<file path="src/rtl/toy_cpu_sequencer.sv">
// toy_cpu_sequencer: assembles 3-byte instructions into a FIFO and issues them to toy_cpu (run or single-step).
// Optional result capture is enabled by defining TOY_SEQ_CAPTURE_EN.
module toy_cpu_sequencer #(
  parameter int DEPTH = 4
) (
  input  logic                   clk,
  input  logic                   rst_n,
  input  logic [7:0]             i_in_byte,
  input  logic                   i_in_valid,
  output logic                   o_in_ready,
  input  logic                   i_run,
  input  logic                   i_step,
  input  logic                   i_flush,
  output logic                   o_op_valid,
  output logic [2:0]             o_opcode,
  output logic [2:0]             o_src_a,
  output logic [2:0]             o_src_b,
  output logic [2:0]             o_dest,
  output logic [7:0]             o_imm,
  input  logic [7:0]             i_cpu_out,
  output logic [7:0]             o_result,
  output logic                   o_result_valid,
  output logic [$clog2(DEPTH):0] o_level,
  output logic                   o_busy
);
  localparam int AW = $clog2(DEPTH);
  localparam logic [AW:0] FULL = (AW + 1)'(DEPTH);
  typedef enum logic [1:0] {B0, B1, B2} state_t;
  state_t r_state, w_state_nxt;
  logic [5:0] r_hi0, r_hi1;
  logic [19:0] r_mem [DEPTH];
  logic [19:0] r_fields;
  logic [AW-1:0] r_wptr, r_rptr;
  logic [AW:0] r_level;
  logic r_step_q, r_grant, r_op_valid;
  logic w_xfer, w_push, w_pop, w_rise, w_grant_nxt;
  always_comb begin
    w_state_nxt = r_state;
    o_in_ready = (r_state != B2) || (r_level < FULL);
    w_xfer = i_in_valid && o_in_ready;
    w_push = w_xfer && (r_state == B2) && !i_flush;
    w_rise = i_step && !r_step_q && !i_run;
    // A fresh step edge may pop on the same edge that would otherwise set the grant
    w_pop = (r_level != '0) && !i_flush && (i_run || r_grant || w_rise);
    if (i_flush) w_state_nxt = B0;
    else if (w_xfer) w_state_nxt = (r_state == B0) ? B1 : (r_state == B1) ? B2 : B0;
    w_grant_nxt = (i_flush || i_run || w_pop) ? 1'b0 : (r_grant || w_rise);
  end
  always_ff @(posedge clk or negedge rst_n) begin
    if (!rst_n) r_state <= B0;
    else r_state <= w_state_nxt;
  end
  always_ff @(posedge clk) begin
    if (w_push) r_mem[r_wptr] <= {r_hi0, r_hi1, i_in_byte};
  end
  always_ff @(posedge clk or negedge rst_n) begin
    if (!rst_n) begin
      r_hi0 <= '0;
      r_hi1 <= '0;
      r_fields <= '0;
      r_wptr <= '0;
      r_rptr <= '0;
      r_level <= '0;
      r_step_q <= 1'b0;
      r_grant <= 1'b0;
      r_op_valid <= 1'b0;
    end else begin
      if (w_xfer && r_state == B0) r_hi0 <= i_in_byte[7:2];
      if (w_xfer && r_state == B1) r_hi1 <= i_in_byte[7:2];
      r_step_q <= i_step;
      r_grant <= w_grant_nxt;
      r_op_valid <= w_pop;
      if (i_flush) begin
        r_wptr <= '0;
        r_rptr <= '0;
        r_level <= '0;
      end else begin
        if (w_push) r_wptr <= r_wptr + 1'b1;
        if (w_pop) begin
          r_rptr <= r_rptr + 1'b1;
          r_fields <= r_mem[r_rptr];
        end
        r_level <= r_level + {{AW{1'b0}}, w_push} - {{AW{1'b0}}, w_pop};
      end
    end
  end
  assign o_op_valid = r_op_valid;
  assign o_opcode = r_fields[19:17];
  assign o_dest = r_fields[16:14];
  assign o_src_a = r_fields[13:11];
  assign o_src_b = r_fields[10:8];
  assign o_imm = r_fields[7:0];
  assign o_level = r_level;
  assign o_busy = (r_level != '0) || r_op_valid || (r_state != B0);
`ifdef TOY_SEQ_CAPTURE_EN
  logic [7:0] r_result;
  logic r_result_valid;
  always_ff @(posedge clk or negedge rst_n) begin
    if (!rst_n) begin
      r_result <= '0;
      r_result_valid <= 1'b0;
    end else begin
      r_result_valid <= r_op_valid;
      if (r_op_valid) r_result <= i_cpu_out;
    end
  end
  assign o_result = r_result;
  assign o_result_valid = r_result_valid;
`else
  logic w_unused_cpu_out;
  assign w_unused_cpu_out = ^i_cpu_out;
  assign o_result = '0;
  assign o_result_valid = 1'b0;
`endif
endmodule

</file>
<file path="config.mk">
export PLATFORM = sky130hd
export DESIGN_NAME = toy_cpu_sequencer
export DESIGN_NICKNAME = d
export VERILOG_FILES = /design/src/rtl/toy_cpu_sequencer.sv
export SDC_FILE = /design/constraint.sdc
export NUM_CORES = 1
export LEC_CHECK = 0
export BUFFER_PORTS_ARGS = -buffer_cell sky130_fd_sc_hd__buf_2
export CORE_MARGIN = 5
export CORE_UTILIZATION = 57
export CTS_BUF_LIST = sky130_fd_sc_hd__clkbuf_16
export DETAILED_ROUTE_END_ITERATION = 8
export GPL_ROUTABILITY_DRIVEN = 0
export PLACE_DENSITY = 0.8
export SYNTH_ARGS = -nofsm -noshare
export SYNTH_HDL_FRONTEND = slang
export SYNTH_SLANG_ARGS = --single-unit
</file>
<file path="constraint.sdc">
create_clock -name clk -period 3.2 [get_ports clk]
set_input_delay 0 -clock clk [delete_from_list [all_inputs] [get_ports clk]]
set_output_delay 0 -clock clk [all_outputs]
set_load 0.05 [all_outputs]
</file>
Word level (Yosys, flattened, before mapping)
Memory sizes are Yosys's and may differ from the RTL's. A register that Yosys moved wholly into a read port is not among the register bits.
Index checks and enable logic that the tools add are counted.
- logic and storage cells: 59
- input bits: 22
- register bits after elaboration: 24
- memory bits (writable): 80
- memories kept: 1
- memories (name ; words ; width ; rd ports ; clocked after Yosys merged registers in ; write ports ; RTL line ; text):
    r_mem ; 4 ; 20 ; 1 ; 1 ; 1 ; 31 ; logic [19:0] r_mem [DEPTH];
- muxes and demuxes: 12
- eq/ne operators: 3
- bitwise logic cells: 1
- reduce and logical (&&, ||, !) cells: 28
- add/sub/neg operators: 4
- magnitude comparators: 1
- operators with widths (operator ; count):
    2-bit 2-to-1 mux ; 8
    1-bit logical AND ; 9
    1-bit logical OR ; 8
    2-bit nonzero test ; 4
    2-bit by 1-bit adder with 2-bit output (second input constant) ; 2
    1-bit zero test ; 4
    3-bit by 1-bit adder with 3-bit output ; 1
    3-bit < comparator (second input constant) ; 1
    1-bit 2-to-1 mux ; 3
    3-bit 2-to-1 mux ; 1
    3-bit nonzero test ; 1
    3-bit by 1-bit subtractor with 3-bit output ; 1
    2-bit by 1-bit == test with 1-bit output (second input constant) ; 1
    2-bit == test (second input constant) ; 1
    2-bit zero test ; 1
    2-bit inequality test (second input constant) ; 1
    2-bit AND reduction ; 1
    1-bit inverter ; 1

Longest topological paths before layout
Gate-level depths: netlist of the first run.
- depth in word-level cells: 8
- mapped depth: 11

Worst setup path before layout of the first run
Ideal clock, no wire load.
- path type: register to register
- from: register r_level[1], in the netlist o_level[1]
- to: register r_level[2], in the netlist o_level[2]
- stages on the path, launching flop included: 12
- period minus slack after synthesis: 2.568 ns
- path slack: 0.632 ns
- path buffers: 1
- arrival time: 2.436 ns
- cell sequence: dfrtp_1 > or3_4 > o31ai_4 > nor2_4 > buf_6 > ha_1 > inv_1 > ha_1 > inv_1 > fa_1 > xnor2_1 > nor2_1
- RTL lines (element ; RTL line ; text):
    from (decl) ; 34 ; logic [AW:0] r_level;
    from (signal assigned) ; 83 ; r_level <= r_level + {{AW{1'b0}}, w_push} - {{AW{1'b0}}, w_pop};
    3-bit nonzero test ; 44 ; w_pop = (r_level != '0) && !i_flush && (i_run || r_grant || w_rise);
    1-bit logical AND (2 in a row) ; 44 ;
    named net w_pop ; 36 ; logic w_xfer, w_push, w_pop, w_rise, w_grant_nxt;
    3-bit by 1-bit subtractor with 3-bit output ; 83 ;
    3-bit 2-to-1 mux ; 73 ; if (i_flush) begin
The timed path passes the listed nets, and every way through them passes these cells.
A chain may end at the register's enable or synchronous reset.

Worst setup path after layout of the first run
- from: register r_state[0]
- to: register r_level[2], in the netlist o_level[2]
- longest elaborated chain between the ends: 8
- ends and longest elaborated chain (element ; RTL line ; text):
    from (decl) ; 29 ; state_t r_state, w_state_nxt;
    from (signal assigned) ; 51 ; else r_state <= w_state_nxt;
    2-bit inequality test ; 39 ; o_in_ready = (r_state != B2) || (r_level < FULL);
    1-bit logical OR ; 39 ;
    1-bit logical AND ; 40 ; w_xfer = i_in_valid && o_in_ready;
    1-bit logical AND * (2 in a row) ; 41 ; w_push = w_xfer && (r_state == B2) && !i_flush;
    3-bit by 1-bit adder with 3-bit output * ; 83 ;
    3-bit by 1-bit subtractor with 3-bit output * ; 83 ;
    3-bit 2-to-1 mux * ; 73 ;
Every way passes the cells marked *; elsewhere a longest branch is shown, timed or not.

==> flow_metrics.env, run 1 <==
export IMPL_finalMaxSlewViolations=0
export IMPL_instances_no_fill=430
export IMPL_ant_nets=0
export IMPL_hold_class="in -> reg"
export IMPL_crit_path_end_kind="flip-flop"
export IMPL_rrSetupSlack_ns=0.80
export IMPL_synth_seq_cells=124
export IMPL_path_delay_family="adder cells"
export IMPL_design_area_sq_um=5930
export IMPL_tns_ns=0
export IMPL_multi_input_area_sq_um=1290
export IMPL_ctsResizeCount=0
export IMPL_n_antenna_cell=0
export IMPL_p_leak_nw=2.30
export IMPL_post_drt_wl_per_cell_microns=19.4
export IMPL_netlist_area_sq_um=4910
export IMPL_path_common_cell="inv_1"
export IMPL_die_h_microns=103
export IMPL_path_depth=10
export IMPL_max_stage_delay_ns=0.44
export IMPL_dp_cells=384
export IMPL_crit_slowest_cell="dfrtp_1"
export IMPL_r2r_cells=10
export IMPL_filler_cell_count=497
export IMPL_rsz0062_at_grt="no"
export IMPL_dieArea_sq_um=10600
export IMPL_yosysWarnings=0
export IMPL_critPathBufInv=3
export IMPL_synth_seq_area_share_pct=71.3
export IMPL_dpl_cell_area_sq_um=5190
export IMPL_nets=341
export IMPL_portBuffers=39
export IMPL_clk_pin_slew_ns=0.05
export IMPL_drt_wl_total_microns=8330
export IMPL_worstPathMaxFanout=7
export IMPL_drive_gt1_share_pct=38.5
export IMPL_die_x_microns=103
export IMPL_min_period_ns=2.40
export IMPL_grt_max_degree=45
export IMPL_grt_pass1_wl_microns=13600
export IMPL_synth_cell_types=29
export IMPL_drt_first_pass_iters=5
export IMPL_seq_area_sq_um=3500
export IMPL_vias=2318
export IMPL_status="complete, no violations"
export IMPL_crit_required_ns=3.48
export IMPL_start_kind="flip-flop"
export IMPL_r2r_start="r_state[0]"
export IMPL_power_per_cell_area_nw_per_um2=920
export IMPL_synth_top_area_share_pct=48.9
export IMPL_antenna_found_initial=0
export IMPL_min_from="i_step"
export IMPL_hold_viol=0
export IMPL_slew_headroom_pct=30.0
export IMPL_grt_pass1_vias=2504
export IMPL_numCtsBuffers=17
export IMPL_initial_core_util_pct=59.2
export IMPL_cts_sinks=124
export IMPL_drtIter0Drc=150
export IMPL_vias_per_cell=5.39
export IMPL_yosys_top_cells_area="edfxtp_1 (49%), dfrtp_1 (22%), mux2_4 (5.8%)"
export IMPL_timing_fmax_mhz=417
export IMPL_arrival_ns=2.68
export IMPL_core_area_sq_um=8300
export IMPL_path_cells="and4bb_2 > nor2b_1 > inv_1 > ha_1 > inv_1 > ha_1 > inv_1 > fa_1 > xnor2_1 > nor2_1"
export IMPL_maxCapViolCount=0
export IMPL_yosysTopAreaCell="edfxtp_1"
export IMPL_worst_pin_slew_ns=1.05
export IMPL_rows=33
export IMPL_min_path_cells=2
export IMPL_syn_avg_cell_area_sq_um=20.3
export IMPL_cts_buffer_depth=2
export IMPL_whs_ns=0.257
export IMPL_reg2reg_to="o_level[2]"
export IMPL_grt_ovfl_total=0
export IMPL_dp_hpwl_microns=4690
export IMPL_crit_type="reg -> reg"
export IMPL_io_pins=57
export IMPL_cts_tree="done"
export IMPL_cts_root_buffer="clkbuf_16"
export IMPL_setup_viol=0
export IMPL_grtUsageTotal_pct=18.1
export IMPL_drc=0
export IMPL_cts_max_level=4
export IMPL_clock_skew_ns=0.00841
export IMPL_clk_latency_ns=0.40
export IMPL_syn_inst=242
export IMPL_period_share_pct=74.9
export IMPL_final_util_pct=71.4
export IMPL_irDropWorstVdd_uv=735
export IMPL_hold_path_endpoint="r_step_q"
export IMPL_syn2layout_area_growth_pct=20.7
-- sequential cells by signal, summed over array words and instances (netlist names), 2 cells and up --
register,flops
r_rptr,2
r_fields,20
o_level,3
r_wptr,2
r_hi1,6
r_state,2
r_mem,80
r_hi0,6
-- metal layers --
layer | part of all wire (%) | GRT usage [%] | wire length, microns | up-vias
met2 | 54 | 31.1 | 4510 | 63
met4 | 0.89 | 5.98 | 74 | 0
met1 | 40 | 21.8 | 3360 | 1191
met5 | 0 | 0 | 0 | -
met3 | 4.6 | 5.75 | 382 | 6
li1 | - | - | - | 1058
-- worst register-to-register path, delay by kind of cell (launching register included) --
| family | cells | cell delay (ns) |
|---|---|---|
| buf+inv | 3 | 0.19 |
| xor+xnor | 1 | 0.17 |
| simple gates | 3 | 0.71 |
| flops | 1 | 0.44 |
| fa+ha+maj | 3 | 0.77 |
-- how the worst max path moves through the flow --
stage               slack (ns)    endpoint       start
finish                    0.80  o_level[2]  r_state[0]
global route              0.65  o_level[2]  o_level[2]
CTS                       0.79  o_level[2]  r_state[0]
detailed placement        0.82  o_level[2]  r_state[0]
global placement          0.88  o_level[2]  o_level[2]
floorplan                 0.63  o_level[2]  o_level[1]
-- cell type report --
type,count,share of cell area [%]
clock buffer,17,7.17
clock inverter,15,2.93
inverter,6,0.380
multi-input combinational,104,21.8
sequential,124,59.1
tap,105,2.22
timing repair buffer,59,6.41
-- power by group --
group          internal, mW  switching, mW  total (mW)
combinational         0.568          0.868        1.44
sequential             1.94          0.182        2.12
clock                  1.22          0.676        1.90
-- cells in the final DEF (no fill, tap or decap), drive strengths merged, types with 2 or more instances in the layout --
cell,instances
a21oi,3
and2,4
buf,45
bufinv,3
clkbuf,17
clkinv,7
clkinvlp,4
conb,9
dfrtp,44
dlygate4sd3,14
edfxtp,80
ha,6
inv,7
mux2,32
mux4,20
nand3b,2
nor2,10
nor2b,4
xnor2,2
xor2,3
-- stage by stage --
stage,power [mW],setup slack (ns)
CTS,5.51,0.791
global route,5.69,0.646
global placement,3.54,0.882
detailed placement,3.57,0.825
finish,5.45,0.805
floorplan,3.29,0.632
-- what timing repair did --
item                                   4_1_cts  5_1_grt
endpoints found under the hold margin       99        0
hold buffers                                14        0
setup buffers                                0        0
-- kinds of logic after synthesis --
group | after synthesis | share of synthesized area, %
buf+inv | 22 | 2.98
other cells | 1 | 0.0763
mux | 52 | 18.6
flops | 124 | 71.3
xor+xnor | 5 | 0.892
simple gates | 25 | 3.21
fa+ha+maj | 7 | 1.94
compound gates | 6 | 1.02
-- synth_stat cells (all sizes together) --
library cell / n
nor4: 1
a21oi: 3
or3: 1
xnor2: 2
conb: 1
nor2: 10
mux4: 20
clkbuf: 3
edfxtp: 80
mux2: 32
fa: 1
and4bb: 1
buf: 13
o311ai: 1
o21ai: 1
nand3b: 2
nor2b: 4
dfrtp: 44
inv: 6
o31ai: 1
ha: 6
or4: 1
nor3: 1
and2: 4
xor2: 3
(Power assumes the default switching activity.)
==> run 2, diff against run 1 <==
Settings changed: CORE_UTILIZATION 57 to 52, PLACE_DENSITY 0.8 to 0.77.
Clock period 3.2 ns to 2.2 ns, I/O delays scaled along.
==> flow_metrics.env, run 2 (same netlist as run 1, synthesis figures left out) <==
export IMPL_status="complete, no violations"
export IMPL_met1_usage_pct=20.5
export IMPL_clock_skew_ns=0.00881
export IMPL_drt_first_pass_iters=4
export IMPL_hold_class="in -> reg"
export IMPL_ant_nets=0
export IMPL_internal_power_mw=5.70
export IMPL_multi_input_area_sq_um=1320
export IMPL_worst_pin_slew_ns=0.605
export IMPL_core_area_sq_um=9240
export IMPL_dieArea_sq_um=11500
export IMPL_timing_fmax_mhz=473
export IMPL_nets=348
export IMPL_die_x_microns=107
export IMPL_io_pins=57
export IMPL_grtUsageTotal_pct=17.3
export IMPL_period_share_pct=96.1
export IMPL_use_met2_pct=30.3
export IMPL_clk_pin_slew_ns=0.05
export IMPL_seq_area_sq_um=3510
export IMPL_grt_ovfl_total=0
export IMPL_filler_cell_count=590
export IMPL_seqPwrFrac_pct=36.9
export IMPL_cts_buffer_depth=2
export IMPL_drc=0
export IMPL_slew_headroom_pct=59.6
export IMPL_final_cell_mix="edfxtp_1 (80), dfrtp_1 (41), buf_2 (39)"
export IMPL_netSwitchingPower_mw=2.53
export IMPL_cts_tree="done"
export IMPL_comb_power_share_pct=26.7
export IMPL_antenna_found_initial=0
export IMPL_dp_hpwl_microns=5050
export IMPL_regMostFlops="r_mem"
export IMPL_met3_usage_pct=5.84
export IMPL_crit_type="reg -> reg"
export IMPL_pre_cts_ws_ns=0.0851
export IMPL_crit_path_end_kind="flip-flop"
export IMPL_worstPathMaxFanout=4
export IMPL_start_kind="flip-flop"
export IMPL_numCtsBuffers=17
export IMPL_finalMaxSlewViolations=0
export IMPL_irDropWorstVdd_uv=645
export IMPL_setup_viol=0
export IMPL_path_cells="or3_4 > o31ai_4 > nor2_4 > ha_4 > inv_2 > ha_4 > inv_2 > fa_2 > nor2_1"
export IMPL_arrival_ns=2.39
export IMPL_grt_max_degree=24
export IMPL_grt_pass1_vias=2684
export IMPL_drt_wl_total_microns=8790
export IMPL_drtIter0Drc=104
export IMPL_switching_share_pct=30.7
export IMPL_clk_latency_ns=0.40
export IMPL_maxCapViolCount=0
export IMPL_largest_register_ffs=80
export IMPL_post_drt_wl_per_cell_microns=19.1
export IMPL_setup_slack_ns=0.0865
export IMPL_drive_gt1_share_pct=42.8
export IMPL_vias=2393
export IMPL_p_leak_nw=2.36
export IMPL_largest_registers="r_mem (80), r_fields (20)"
export IMPL_max_stage_delay_ns=0.50
export IMPL_rows=35
export IMPL_clockPowerShare_pct=36.4
export IMPL_crit_slowest_cell="fa_2"
export IMPL_cts_sinks=124
export IMPL_syn2layout_area_growth_pct=24.5
export IMPL_crit_required_ns=2.48
export IMPL_initial_core_util_pct=53.2
export IMPL_rsz0062_at_grt="no"
export IMPL_cts_max_level=4
export IMPL_portBuffers=39
export IMPL_hold_viol=0
export IMPL_die_h_microns=107
export IMPL_final_common_cell="edfxtp_1"
export IMPL_path_delay_family="adder cells"
export IMPL_power_per_cell_area_nw_per_um2=1350
export IMPL_total_power_mw=8.23
export IMPL_critPathBufInv=2
export IMPL_vias_per_cell=5.19
export IMPL_n_antenna_cell=0
export IMPL_min_period_ns=2.11
export IMPL_grt_busiest_layer="met2"
export IMPL_grt_pass1_wl_microns=14400
export IMPL_cts_root_buffer="clkbuf_16"
-- run 2: cell count changes in the layout (fill, tap and decap cells not counted), sizes merged --
| cell | before | now |
|---|---|---|
| buf | 45 | 53 |
| bufinv | 3 | 5 |
| clkinvlp | 4 | 3 |
| clkinv | 7 | 6 |
| dlygate4sd3 | 14 | 13 |
-- run 2: timing repair --
item	in CTS	in global routing
setup endpoints to repair	0	2
endpoints found under the hold margin	76	0
hold buffers	13	0
buffers inserted	0	0
resized for setup	0	1
-- run 2: area by class of cell --
type | instances | share of cell area, %
Inverter | 6 | 0.368
Tap cell | 129 | 2.64
Timing Repair Buffer | 66 | 7.45
Clock inverter | 15 | 3.62
Sequential cell | 124 | 57.3
Multi-Input combinational cell | 104 | 21.6
Clock buffer | 17 | 6.96
-- run 2: per-layer routing --
| layer | share of wire, % | wire length [microns] |
|---|---|---|
| met5 | 0 | 0 |
| met4 | 0.24 | 21 |
| met3 | 4.2 | 372 |
| met2 | 55 | 4800 |
| met1 | 41 | 3600 |
-- run 2: worst reg2reg max path, delay by kind of cell (launching register included) --
| family | cells | cell delay (ns) |
|---|---|---|
| buf+inv | 2 | 0.09 |
| flops | 1 | 0.43 |
| compound gates | 1 | 0.09 |
| simple gates | 3 | 0.55 |
| fa+ha+maj | 3 | 0.84 |
-- run 2: path summary, 6_finish.rpt --
check	from	end	slack, ns	depth (start not counted)
setup / recovery	o_level[0]	o_level[1]	0.09	9
hold / removal	i_in_valid	r_state[0]	0.02	4
setup reg to reg	o_level[0]	o_level[1]	0.09	9
hold reg to reg	r_fields[17]	r_fields[17]	0.50	1
max in group asynchronous	rst_n	o_level[1]	1.43	3
min in group asynchronous	rst_n	r_fields[1]	0.14	2
-- run 2: power groups by stage --
stage	Combinational, mW	Sequential (mW)	Clock [mW]
after global routing	2.32	3.07	3.15
after CTS	2.23	3.03	3.04
after global placement	2.16	3.06	0
after detailed placement	2.19	3.07	0
after floorplan	1.04	3.77	0
final	2.20	3.03	3.00
-- run 2: through the flow --
stage	TNS (ns)	hold WS, ns	instances	instance area [sq um]	utilization [%]
final	0	0.0192	461	6120	66.2
after global routing	0	0.0519	461	6120	66.2
after CTS	0	0.0184	461	6110	66.2
after detailed placement	0	0.0367	416	5340	57.8
after global placement	0	0.0301	416	5340	57.8
after floorplan	-0.264	-0.296	250	4980	-
